File: config.mk
export PLATFORM = sky130hd
export DESIGN_NAME = seq_divider
export DESIGN_NICKNAME = d
export VERILOG_FILES = /design/src/rtl/seq_divider.sv
export SDC_FILE = /design/constraint.sdc
export NUM_CORES = 1
export LEC_CHECK = 0
export BUFFER_PORTS_ARGS = -buffer_cell sky130_fd_sc_hd__buf_4
export CAP_MARGIN = 20
export CORE_MARGIN = 4
export CORE_UTILIZATION = 54
export DETAILED_ROUTE_END_ITERATION = 10
export MAX_ROUTING_LAYER = met4
export PLACE_DENSITY = 0.84
export SYNTH_ARGS = -nofsm -noshare
export SYNTH_HDL_FRONTEND = slang
export SYNTH_SLANG_ARGS = --single-unit
export TNS_END_PERCENT = 100
File: constraint.sdc
create_clock -name clk -period 2.3 [get_ports clk]
set_clock_uncertainty 0.05 [all_clocks]
set_input_delay 0.23 -clock clk [delete_from_list [all_inputs] [get_ports clk]]
set_output_delay 0.23 -clock clk [all_outputs]
set_load 0.05 [all_outputs]
File: src/rtl/seq_divider.sv
// -----------------------------------------------------------------------------
// seq_divider
//
// Multi-cycle unsigned restoring divider. It divides a DW-bit dividend by a
// VW-bit divisor and produces one quotient bit per clock. A request is taken on
// `start` while idle. Completion is marked by a single-cycle `done` pulse,
// which appears DW clocks after the start edge.
//
// Optional feature: when the macro SEQ_DIVIDER_DIV_ZERO_EN is defined, a zero
// divisor takes a one-cycle fast path. That path returns quotient = all ones,
// remainder = 0 and div_by_zero = 1. When the macro is not defined, a zero
// divisor runs the normal iterations and div_by_zero is always 0.
//
// Parameters
//   DW           dividend / quotient width, and also the iteration count
//   VW           divisor / remainder width
//
// Ports
//   clk          rising-edge clock
//   rst_n        asynchronous active-low reset
//   start        request; sampled only while busy = 0
//   dividend     unsigned dividend, captured when start is accepted
//   divisor      unsigned divisor, captured when start is accepted
//   busy         high while iterating
//   done         single-cycle pulse; results valid
//   quotient     result, held until the next completion
//   remainder    result, held until the next completion
//   div_by_zero  divisor was 0 (fast-path build only); updates with done
// -----------------------------------------------------------------------------
module seq_divider #(
  parameter int DW = 8,
  parameter int VW = 4
) (
  input  logic          clk,
  input  logic          rst_n,
  input  logic          start,
  input  logic [DW-1:0] dividend,
  input  logic [VW-1:0] divisor,
  output logic          busy,
  output logic          done,
  output logic [DW-1:0] quotient,
  output logic [VW-1:0] remainder,
  output logic          div_by_zero
);

  localparam int CW = $clog2(DW + 1);

`ifdef SEQ_DIVIDER_DIV_ZERO_EN
  localparam bit DZ_EN = 1'b1;
`else
  localparam bit DZ_EN = 1'b0;
`endif

  typedef enum logic {IDLE, CALC} state_t;

  state_t        state_q, state_d;
  logic [CW-1:0] cnt_q, cnt_d;
  // dvd holds the dividend bits that have not been consumed yet. Quotient bits
  // are shifted in at the LSB end, so after DW steps it holds the quotient.
  logic [DW-1:0] dvd_q, dvd_d;
  logic [VW-1:0] dvs_q, dvs_d;
  // The working remainder is one bit wider than the divisor. This keeps the
  // shifted value (at most 2*divisor-1) from overflowing before the compare.
  logic [VW:0]   rem_q, rem_d;
  logic          dz_pend_q, dz_pend_d;
  logic          busy_q, busy_d;
  logic          done_q, done_d;
  logic [DW-1:0] quotient_q, quotient_d;
  logic [VW-1:0] remainder_q, remainder_d;
  logic          div_by_zero_q, div_by_zero_d;

  // One restoring step.
  logic [VW:0]   rem_shift;
  logic [VW:0]   rem_sub;
  logic          q_bit;
  logic [VW:0]   rem_next;
  logic [DW-1:0] dvd_next;

  always_comb begin
    rem_shift = {rem_q[VW-1:0], dvd_q[DW-1]};
    rem_sub   = rem_shift - {1'b0, dvs_q};
    q_bit     = (rem_shift >= {1'b0, dvs_q});
    rem_next  = q_bit ? rem_sub : rem_shift;
    dvd_next  = {dvd_q[DW-2:0], q_bit};
  end

  always_comb begin
    // NOTE: every signal gets a default here. A path that left one unassigned
    // would infer a latch.
    state_d       = state_q;
    cnt_d         = cnt_q;
    dvd_d         = dvd_q;
    dvs_d         = dvs_q;
    rem_d         = rem_q;
    dz_pend_d     = dz_pend_q;
    busy_d        = busy_q;
    done_d        = 1'b0;
    quotient_d    = quotient_q;
    remainder_d   = remainder_q;
    div_by_zero_d = div_by_zero_q;

    case (state_q)
      IDLE: begin
        if (start) begin
          dvd_d     = dividend;
          dvs_d     = divisor;
          rem_d     = '0;
          cnt_d     = CW'(DW);
          dz_pend_d = DZ_EN && (divisor == '0);
          busy_d    = 1'b1;
          state_d   = CALC;
        end
      end

      CALC: begin
        if (dz_pend_q) begin
          quotient_d    = '1;
          remainder_d   = '0;
          div_by_zero_d = 1'b1;
          dz_pend_d     = 1'b0;
          done_d        = 1'b1;
          busy_d        = 1'b0;
          state_d       = IDLE;
        end else begin
          rem_d = rem_next;
          dvd_d = dvd_next;
          cnt_d = cnt_q - CW'(1);
          // This is the last step, the one that takes the counter to zero.
          // The results come straight from this step, so done follows E_DW.
          if (cnt_q == CW'(1)) begin
            quotient_d    = dvd_next;
            remainder_d   = rem_next[VW-1:0];
            div_by_zero_d = 1'b0;
            done_d        = 1'b1;
            busy_d        = 1'b0;
            state_d       = IDLE;
          end
        end
      end

      default: state_d = IDLE;
    endcase
  end

  // NOTE: sequential state uses non-blocking assignments only. Each flop then
  // samples the pre-edge values of the others, which gives order-independent
  // simulation that matches the hardware.
  always_ff @(posedge clk or negedge rst_n) begin
    if (!rst_n) begin
      state_q       <= IDLE;
      cnt_q         <= '0;
      dvd_q         <= '0;
      dvs_q         <= '0;
      rem_q         <= '0;
      dz_pend_q     <= 1'b0;
      busy_q        <= 1'b0;
      done_q        <= 1'b0;
      quotient_q    <= '0;
      remainder_q   <= '0;
      div_by_zero_q <= 1'b0;
    end else begin
      state_q       <= state_d;
      cnt_q         <= cnt_d;
      dvd_q         <= dvd_d;
      dvs_q         <= dvs_d;
      rem_q         <= rem_d;
      dz_pend_q     <= dz_pend_d;
      busy_q        <= busy_d;
      done_q        <= done_d;
      quotient_q    <= quotient_d;
      remainder_q   <= remainder_d;
      div_by_zero_q <= div_by_zero_d;
    end
  end

  assign busy        = busy_q;
  assign done        = done_q;
  assign quotient    = quotient_q;
  assign remainder   = remainder_q;
  assign div_by_zero = div_by_zero_q;

endmodule

==> impl_metrics.toml, run 1 <==
[cts]
postCtsSetupBuffers = 0
clk_latency_ns = 0.34
cts_sinks = 35
htree_num_levels = 2
cts_buffers = 5
cts_tree = "done"
cts.clk_slew.worst_paths_ns = 0.10
cts_buffer_depth = 2
root_buffer = "clkbuf_4"
ctsHoldBuffers = 1
post_cts_resized = 0

[synthesis]
syn-cell-area_sq_um = 1670
syn_avg_cell_area_sq_um = 9.83
yosys.cell_types.count = 40
synth_ff_type = "dfrtp_1"
ys_ff_latch = 35
syn_inst = 170
synth-edff-count = 0
synthArstFlopShare = 1.00
synth_warnings = 0
ys_seq_area_frac = 0.524
syn_nets = 192

[grt]
first_global_vias = 1337
track_usage = 0.201
grt_antenna_before_repair = 0
grt_pass1_wl_mm = 6.17
overflow = 0
grt_max_degree = 36

[critical_path]
cp-start-kind = "flip-flop"
worstPathRequired_ns = 2.48
end_kind = "flip-flop"
path_max_fanout = 6
critPathKind = "reg -> reg"
arrival_ns = 2.23

[finish]
fin_nets = 222
area_growth_pct = 17.7
fillCellCount = 243
diodes = 0
mostFrequentLayoutCell = "nand2_1"
final_area_sq_um = 1970
layout_common_cells = "nand2_1 (39), dfrtp_1 (35), buf_4 (31)"
drive_gt1_frac = 0.225

[timing]
finalSetupTns_ns = 0
slew_headroom = 0.588
setup_viol = 0
rsz0062_at_grt = "false"
post-route-min-period_ns = 2.05
finalCritPeriodShare = 0.891
slew_violations = 0
worstMarginPinSlew_ns = 0.609
maxClockFrequency_mhz = 488
finalHoldViolCount = 0

[drt]
viasPerCell = 5.63
routed_wl_mm = 3.52
first_pass_iters = 4
wl_per_cell_um = 15.2
detail-route-antenna-nets = 0
route.detailed.drc = 0
drt_iter0_markers = 80
vias = 1300

[placement]
port_buffers = 28
place.gp.congestion = 0.878
dp_hpwl_mm = 2.56
place_area_sq_um = 1900

[flow_run]
maxCapViolCount = 0

[status]
status = "completed"

[floorplan]
fp-row-count = 19
core-area_sq_um = 2850
initial_core_util = 0.586
die-area_sq_um = 4050
die_h_um = 63.6
die-width_um = 63.6
num_io_pins = 30

[worst_hold_path]
hp-class = "in -> reg"
[state kept, by name, summed over array words and instances, names as in the netlist]
signal,cells
busy,1
cnt_q,4
done,1
dvd_q,8
dvs_q,4
quotient,8
rem_q,4
remainder,4
state_q,1
[critical path, cell delays in order (launching register included)]
cell and delay (ns):
dfrtp_1 0.46, ha_1 0.31, nor2b_1 0.17, o311ai_2 0.43, a211oi_1 0.17, a311o_1 0.34
[path summary, 6_finish.rpt]
path	from	to	slack [ns]	cells after the start
hold reg to reg	busy$_DFFE_PN0P_	busy$_DFFE_PN0P_	0.44	1
hold / removal	divisor[3]	dvs_q[3]$_DFFE_PN0P_	0.04	3
max in group asynchronous	rst_n	dvs_q[1]$_DFFE_PN0P_	1.57	2
min in group asynchronous	rst_n	dvs_q[3]$_DFFE_PN0P_	0.31	2
setup / recovery	rem_q[0]$_DFFE_PN0P_	rem_q[0]$_DFFE_PN0P_	0.25	5
setup reg to reg	rem_q[0]$_DFFE_PN0P_	rem_q[0]$_DFFE_PN0P_	0.25	5
[Yosys cell counts (2+ instances only)]
cell type   n  area [sq um]
nor3_1      3          15.0
inv_1       8          30.0
dfrtp_1    35           876
inv_2       2          7.51
a21o_1      2          15.0
nor2b_1     2          12.5
xnor2_1     2          17.5
o21ai_0    13          65.1
a31oi_1     2          12.5
a21oi_1     4          20.0
nand3_1     3          15.0
mux2i_1     7          70.1
buf_4       2          15.0
clkbuf_1    6          22.5
a211oi_1    2          15.0
nand2_1    39           146
a311o_1     2          20.0
nor2_1      9          33.8
ha_1        6          75.1
[per-layer routing]
metal  track usage  wire length [um]  vias up  part of all wire
met1         0.245              1510      617              0.43
li1              -                 -      636                 -
met3        0.0657               184        9             0.052
met2         0.312              1750       38              0.50
met4        0.0782                72        0             0.020
met5             -                 0        -                 0
[final cells by class]
cell class,instances,area [sq um],share of cell area
Timing Repair Buffer,32,243,0.123
Clock buffer,6,51.3,0.0261
Clock inverter,1,5.00,0.00255
Sequential cell,35,876,0.446
Inverter,10,37.5,0.0191
Tap cell,31,38.8,0.0197
Multi-Input combinational cell,116,714,0.363
[logic make-up (layout without fill, tap and decap cells)]
logic type,Yosys count,after routing,synth area share
AO/OA/AOI/OAI,34,34,0.141
XOR/XNOR,3,3,0.0157
adder cells (fa/ha/maj),7,7,0.0569
buffers and inverters,19,49,0.0479
flip-flops,35,35,0.524
multiplexers,8,8,0.0487
other,1,1,0.00225
AND/OR/NAND/NOR,63,63,0.163
[per-stage QoR]
stage               instances  setup WS, ns   util  hold WS, ns
finish                    231         0.252  0.689       0.0373
global route              231         0.154  0.689       0.0372
CTS                       231         0.290  0.689       0.0327
detailed placement        223         0.327  0.666        0.154
global placement          223         0.377  0.666        0.150
floorplan                 170         0.488      -       -0.116
Power of run 1 is left out: the tool's default activity adds up to more than one toggle a clock period on the data nets, which glitch-free logic cannot reach.
==> inputs of run 2 (changes only) <==
--- a/config.mk
+++ b/config.mk
@@ -7,11 +7,10 @@
 export LEC_CHECK = 0
 export BUFFER_PORTS_ARGS = -buffer_cell sky130_fd_sc_hd__buf_4
 export CAP_MARGIN = 20
-export CORE_MARGIN = 4
-export CORE_UTILIZATION = 54
+export CORE_UTILIZATION = 49
 export DETAILED_ROUTE_END_ITERATION = 10
 export MAX_ROUTING_LAYER = met4
-export PLACE_DENSITY = 0.84
+export PLACE_DENSITY = 0.8
 export SYNTH_ARGS = -nofsm -noshare
 export SYNTH_HDL_FRONTEND = slang
 export SYNTH_SLANG_ARGS = --single-unit
==> constraint.sdc (replaced) <==
create_clock -name clk -period 1.8 [get_ports clk]
set_clock_uncertainty 0.05 [all_clocks]
set_input_delay 0.18 -clock clk [delete_from_list [all_inputs] [get_ports clk]]
set_output_delay 0.18 -clock clk [all_outputs]
set_load 0.05 [all_outputs]
==> run 2 against run 1 <==
  * Flip-flop and latch count unchanged
  * Critical endpoint unchanged
  * Routed wire length increased by 2.7%
  * Sequential share of layout area decreased by 4.7 points
  * Global-route usage increased by 2.4 points
==> impl_metrics.toml, run 2 (synthesized netlist as in run 1, its figures left out) <==
[cts]
clk_latency_ns = 0.33
cts.clk_slew.worst_paths_ns = 0.10
root_buffer = "clkbuf_4"
cts_sinks = 35
cts_buffers = 5
cts_buffer_depth = 2
htree_num_levels = 2
cts_tree = "done"

[timing]
holdWs_ns = 0.00651
slew_violations = 0
rsz0062_at_grt = "true"
finalCritPeriodShare = 0.988
maxClockFrequency_mhz = 562
setup_viol = 0
post-route-min-period_ns = 1.78
finalHoldViolCount = 0

[critical_path]
cp-start-kind = "flip-flop"
critPathKind = "reg -> reg"
path_max_fanout = 5
cp.buffers_inverters = 1
cpPeakStageDelay_ns = 0.39
end_kind = "flip-flop"
critical-path-top-delay-family = "compound AO/OA/AOI/OAI gates"
worstPathRequired_ns = 1.97
arrival_ns = 1.95
path_cells = "inv_2, ha_4, nor2b_4, o311ai_4, a211oi_2, a311o_1"
cp_slowest_cell = "dfrtp_1"

[drt]
vias = 1370
wl_per_cell_um = 14.1
drt_iter0_markers = 67
viasPerCell = 5.33
routed_wl_mm = 3.61
first_pass_iters = 4
route.detailed.drc = 0
detail-route-antenna-nets = 0

[floorplan]
die-area_sq_um = 3650
num_io_pins = 30
core-area_sq_um = 3150
die_h_um = 60.4
fp-row-count = 20
initial_core_util = 0.530
die-width_um = 60.4

[placement]
placed_cells = 245
place.gp.congestion = 0.893
port_buffers = 28
dp_hpwl_mm = 2.57
place_area_sq_um = 2000

[grt]
use_met3 = 0.0448
overflow = 0
use_met2 = 0.366
grt_pass1_wl_mm = 5.71
track_usage = 0.226
first_global_vias = 1294
grtUsageMet1 = 0.273
grt_busiest_layer = "met2"
grt_antenna_before_repair = 0
grt_max_degree = 36

[finish]
multiInputGateArea_sq_um = 806
final_area_sq_um = 2200
layout_common_cells = "buf_4 (41), nand2_1 (39), dfrtp_1 (35)"
drive_gt1_frac = 0.333
fillCellCount = 254
mostFrequentLayoutCell = "buf_4"
fin_nets = 234
area_growth_pct = 31.6
diodes = 0
layout.cells.non_filler = 257
ff_latch_area_sq_um = 876

[flow_run]
maxCapViolCount = 0

[status]
status = "completed"

[worst_hold_path]
hp-class = "in -> reg"
run 2: cell types whose count changed in the layout (fill, tap and decap cells not counted), sizes merged:
cell | previous run | this run
buf | 31 | 41
bufinv | 0 | 1
dlygate4sd3 | 1 | 3
run 2: final cells by class:
type,count,area share
Clock buffer,6,0.0233
Multi-Input combinational cell,116,0.367
Timing Repair Buffer,44,0.154
Tap cell,44,0.0250
Sequential cell,35,0.398
Clock inverter,2,0.0159
Inverter,10,0.0171
run 2: worst paths after layout:
path                                              start  cells after the start                       to  slack [ns]
worst max-delay path               dvs_q[1]$_DFFE_PN0P_                      6     rem_q[0]$_DFFE_PN0P_        0.02
worst min-delay path                         divisor[3]                      3     dvs_q[3]$_DFFE_PN0P_       0.007
worst max register to register     dvs_q[1]$_DFFE_PN0P_                      6     rem_q[0]$_DFFE_PN0P_        0.02
worst min register to register  quotient[7]$_DFFE_PN0P_                      2  quotient[7]$_DFFE_PN0P_        0.44
max in group asynchronous                         rst_n                      2     rem_q[3]$_DFFE_PN0P_        1.13
min in group asynchronous                         rst_n                      2     dvs_q[2]$_DFFE_PN0P_        0.27
run 2: per-stage QoR:
stage / setup TNS (ns) / worst slack [ns] / util
floorplan: 0 / 0.0186 / -
global placement: -0.0219 / -0.0219 / 0.635
detailed placement: -0.00696 / -0.00448 / 0.635
CTS: 0 / 0.00999 / 0.675
global route: -0.282 / -0.0614 / 0.697
finish: 0 / 0.0216 / 0.697
run 2: worst reg2reg max path: stages, from the launching register on:
cell	delay, ns
dfrtp_1	0.39
inv_2	0.08
ha_4	0.21
nor2b_4	0.14
o311ai_4	0.39
a211oi_2	0.13
a311o_1	0.29
run 2: repair_timing:
action,CTS,global route
hold buffers,2,1
endpoints found under the setup margin,4,7
gates cloned,0,0
setup buffers,0,1
hold endpoints to repair,36,1
pin swaps,1,12
gates resized for setup,4,11
run 2: metal layers:
metal	vias to the layer above	wire length, um	part of all wire
met5	-	0	0
met4	0	66	0.018
met3	9	129	0.036
met2	41	1900	0.53
met1	659	1520	0.42
li1	661	-	-
Power of run 2 is left out for the same reason.
==> inputs of run 3 (changes only) <==
--- a/config.mk
+++ b/config.mk
@@ -10,7 +10,7 @@
 export CORE_UTILIZATION = 49
 export DETAILED_ROUTE_END_ITERATION = 10
 export MAX_ROUTING_LAYER = met4
-export PLACE_DENSITY = 0.8
+export PLACE_DENSITY = 0.82
 export SYNTH_ARGS = -nofsm -noshare
 export SYNTH_HDL_FRONTEND = slang
 export SYNTH_SLANG_ARGS = --single-unit
==> run 3 against run 2 <==
  * Cell count up 1.2%
  * Register-to-register slack got worse by 0.02 ns
  * Non-clock buffer count rose by 3
  * Critical path depth unchanged
  * Flip-flop and latch count unchanged
  * Worst hold slack better by 0.018 ns
  * Critical path type unchanged
==> impl_metrics.toml, run 3 (synthesized netlist as in run 1, its figures left out) <==
[critical_path]
end_kind = "flip-flop"
cp.buffers_inverters = 1
critical-path-top-delay-family = "flip-flops"
ff2ff_setup_slack_ns = 0.002
path_cells = "ha_2, buf_4, nand4_1, nand2_2, nor2_2, a311o_1"
cp_slowest_cell = "dfrtp_1"
cpPeakStageDelay_ns = 0.43
path_max_fanout = 5
critPathKind = "reg -> reg"
cp-start-kind = "flip-flop"
worstPathRequired_ns = 1.97
arrival_ns = 1.97

[drt]
first_pass_iters = 4
viasPerCell = 5.45
detail-route-antenna-nets = 0
vias = 1418
drt_iter0_markers = 65
routed_wl_mm = 3.91
route.detailed.drc = 0
wl_per_cell_um = 15.0

[finish]
area_growth_pct = 34.2
layout_common_cells = "buf_4 (43), nand2_1 (38), dfrtp_1 (35)"
drive_gt1_frac = 0.352
mostFrequentLayoutCell = "buf_4"
final_area_sq_um = 2240
diodes = 0
fin_nets = 237

[grt]
grt_pass1_wl_mm = 6.31
overflow = 0
first_global_vias = 1418
grt_antenna_before_repair = 0
track_usage = 0.247
grt_max_degree = 36

[floorplan]
fp-row-count = 20
core-area_sq_um = 3150
die_h_um = 60.4
num_io_pins = 30
die-width_um = 60.4
die-area_sq_um = 3650
initial_core_util = 0.530

[timing]
finalHoldViolCount = 0
setup_viol = 0
maxClockFrequency_mhz = 556
post-route-min-period_ns = 1.80
slew_violations = 0
rsz0062_at_grt = "true"
finalCritPeriodShare = 0.999

[placement]
place_area_sq_um = 2020
place.gp.congestion = 0.898
dp_hpwl_mm = 2.71
port_buffers = 28

[cts]
cts_tree = "done"
clk_latency_ns = 0.34
cts_buffers = 5
root_buffer = "clkbuf_4"
cts_sinks = 35
cts.clk_slew.worst_paths_ns = 0.10
htree_num_levels = 2
cts_buffer_depth = 2

[status]
status = "completed"

[worst_hold_path]
hp-class = "in -> reg"

[flow_run]
maxCapViolCount = 0
run 3: changes by cell type in the layout (fill, tap and decap cells not counted), sizes merged:
cell | previous run | this run
buf | 41 | 44
bufinv | 1 | 2
clkinv | 1 | 0
run 3: worst min-delay path: stages:
cell and delay [ns]:
buf_4 0.08, nand2_1 0.04, o21ai_0 0.07
run 3: path summary, 6_finish.rpt:
kind,endpoint,cells past startpoint,from
setup / recovery,rem_q[1]$_DFFE_PN0P_,6,rem_q[1]$_DFFE_PN0P_
hold / removal,dvs_q[3]$_DFFE_PN0P_,3,divisor[3]
hold reg to reg,quotient[4]$_DFFE_PN0P_,2,quotient[4]$_DFFE_PN0P_
max in group asynchronous,dvd_q[7]$_DFFE_PN0P_,2,rst_n
min in group asynchronous,remainder[3]$_DFFE_PN0P_,2,rst_n
setup reg to reg,rem_q[1]$_DFFE_PN0P_,6,rem_q[1]$_DFFE_PN0P_
run 3: metrics by stage:
stage	setup WS (ns)	setup TNS [ns]	hold slack (ns)	instances	util
global placement	-0.0166	-0.0166	0.103	247	0.639
global route	-0.0507	-0.107	0.0143	260	0.711
CTS	0.00826	0	0.0113	260	0.697
floorplan	0.0186	0	-0.166	170	-
finish	0.00249	0	0.0240	260	0.711
detailed placement	-0.0548	-0.0944	0.109	247	0.639
run 3: per-layer routing:
layer / wire length, um / vias to the layer above / share of wire / global-route usage
met5: 0 / - / 0 / -
met4: 62 / 0 / 0.016 / 0.0831
met3: 156 / 10 / 0.040 / 0.0682
met2: 2020 / 43 / 0.52 / 0.405
met1: 1670 / 695 / 0.43 / 0.293
li1: - / 670 / - / -
run 3: final cells by class:
type | instances | area (sq um)
Timing Repair Buffer | 47 | 364
Inverter | 10 | 40.0
Clock buffer | 6 | 41.3
Multi-Input combinational cell | 116 | 806
Tap cell | 44 | 55.1
Sequential cell | 35 | 876
Fill cell | 239 | 911
Clock inverter | 2 | 60.1
run 3: repair_timing:
action | CTS | global route
setup endpoints to repair | 3 | 7
hold endpoints to repair | 37 | 0
buffers inserted | 2 | 1
hold buffers | 3 | 0
resized for setup | 6 | 15
pin swaps | 6 | 5
Power of run 3 is left out for the same reason.
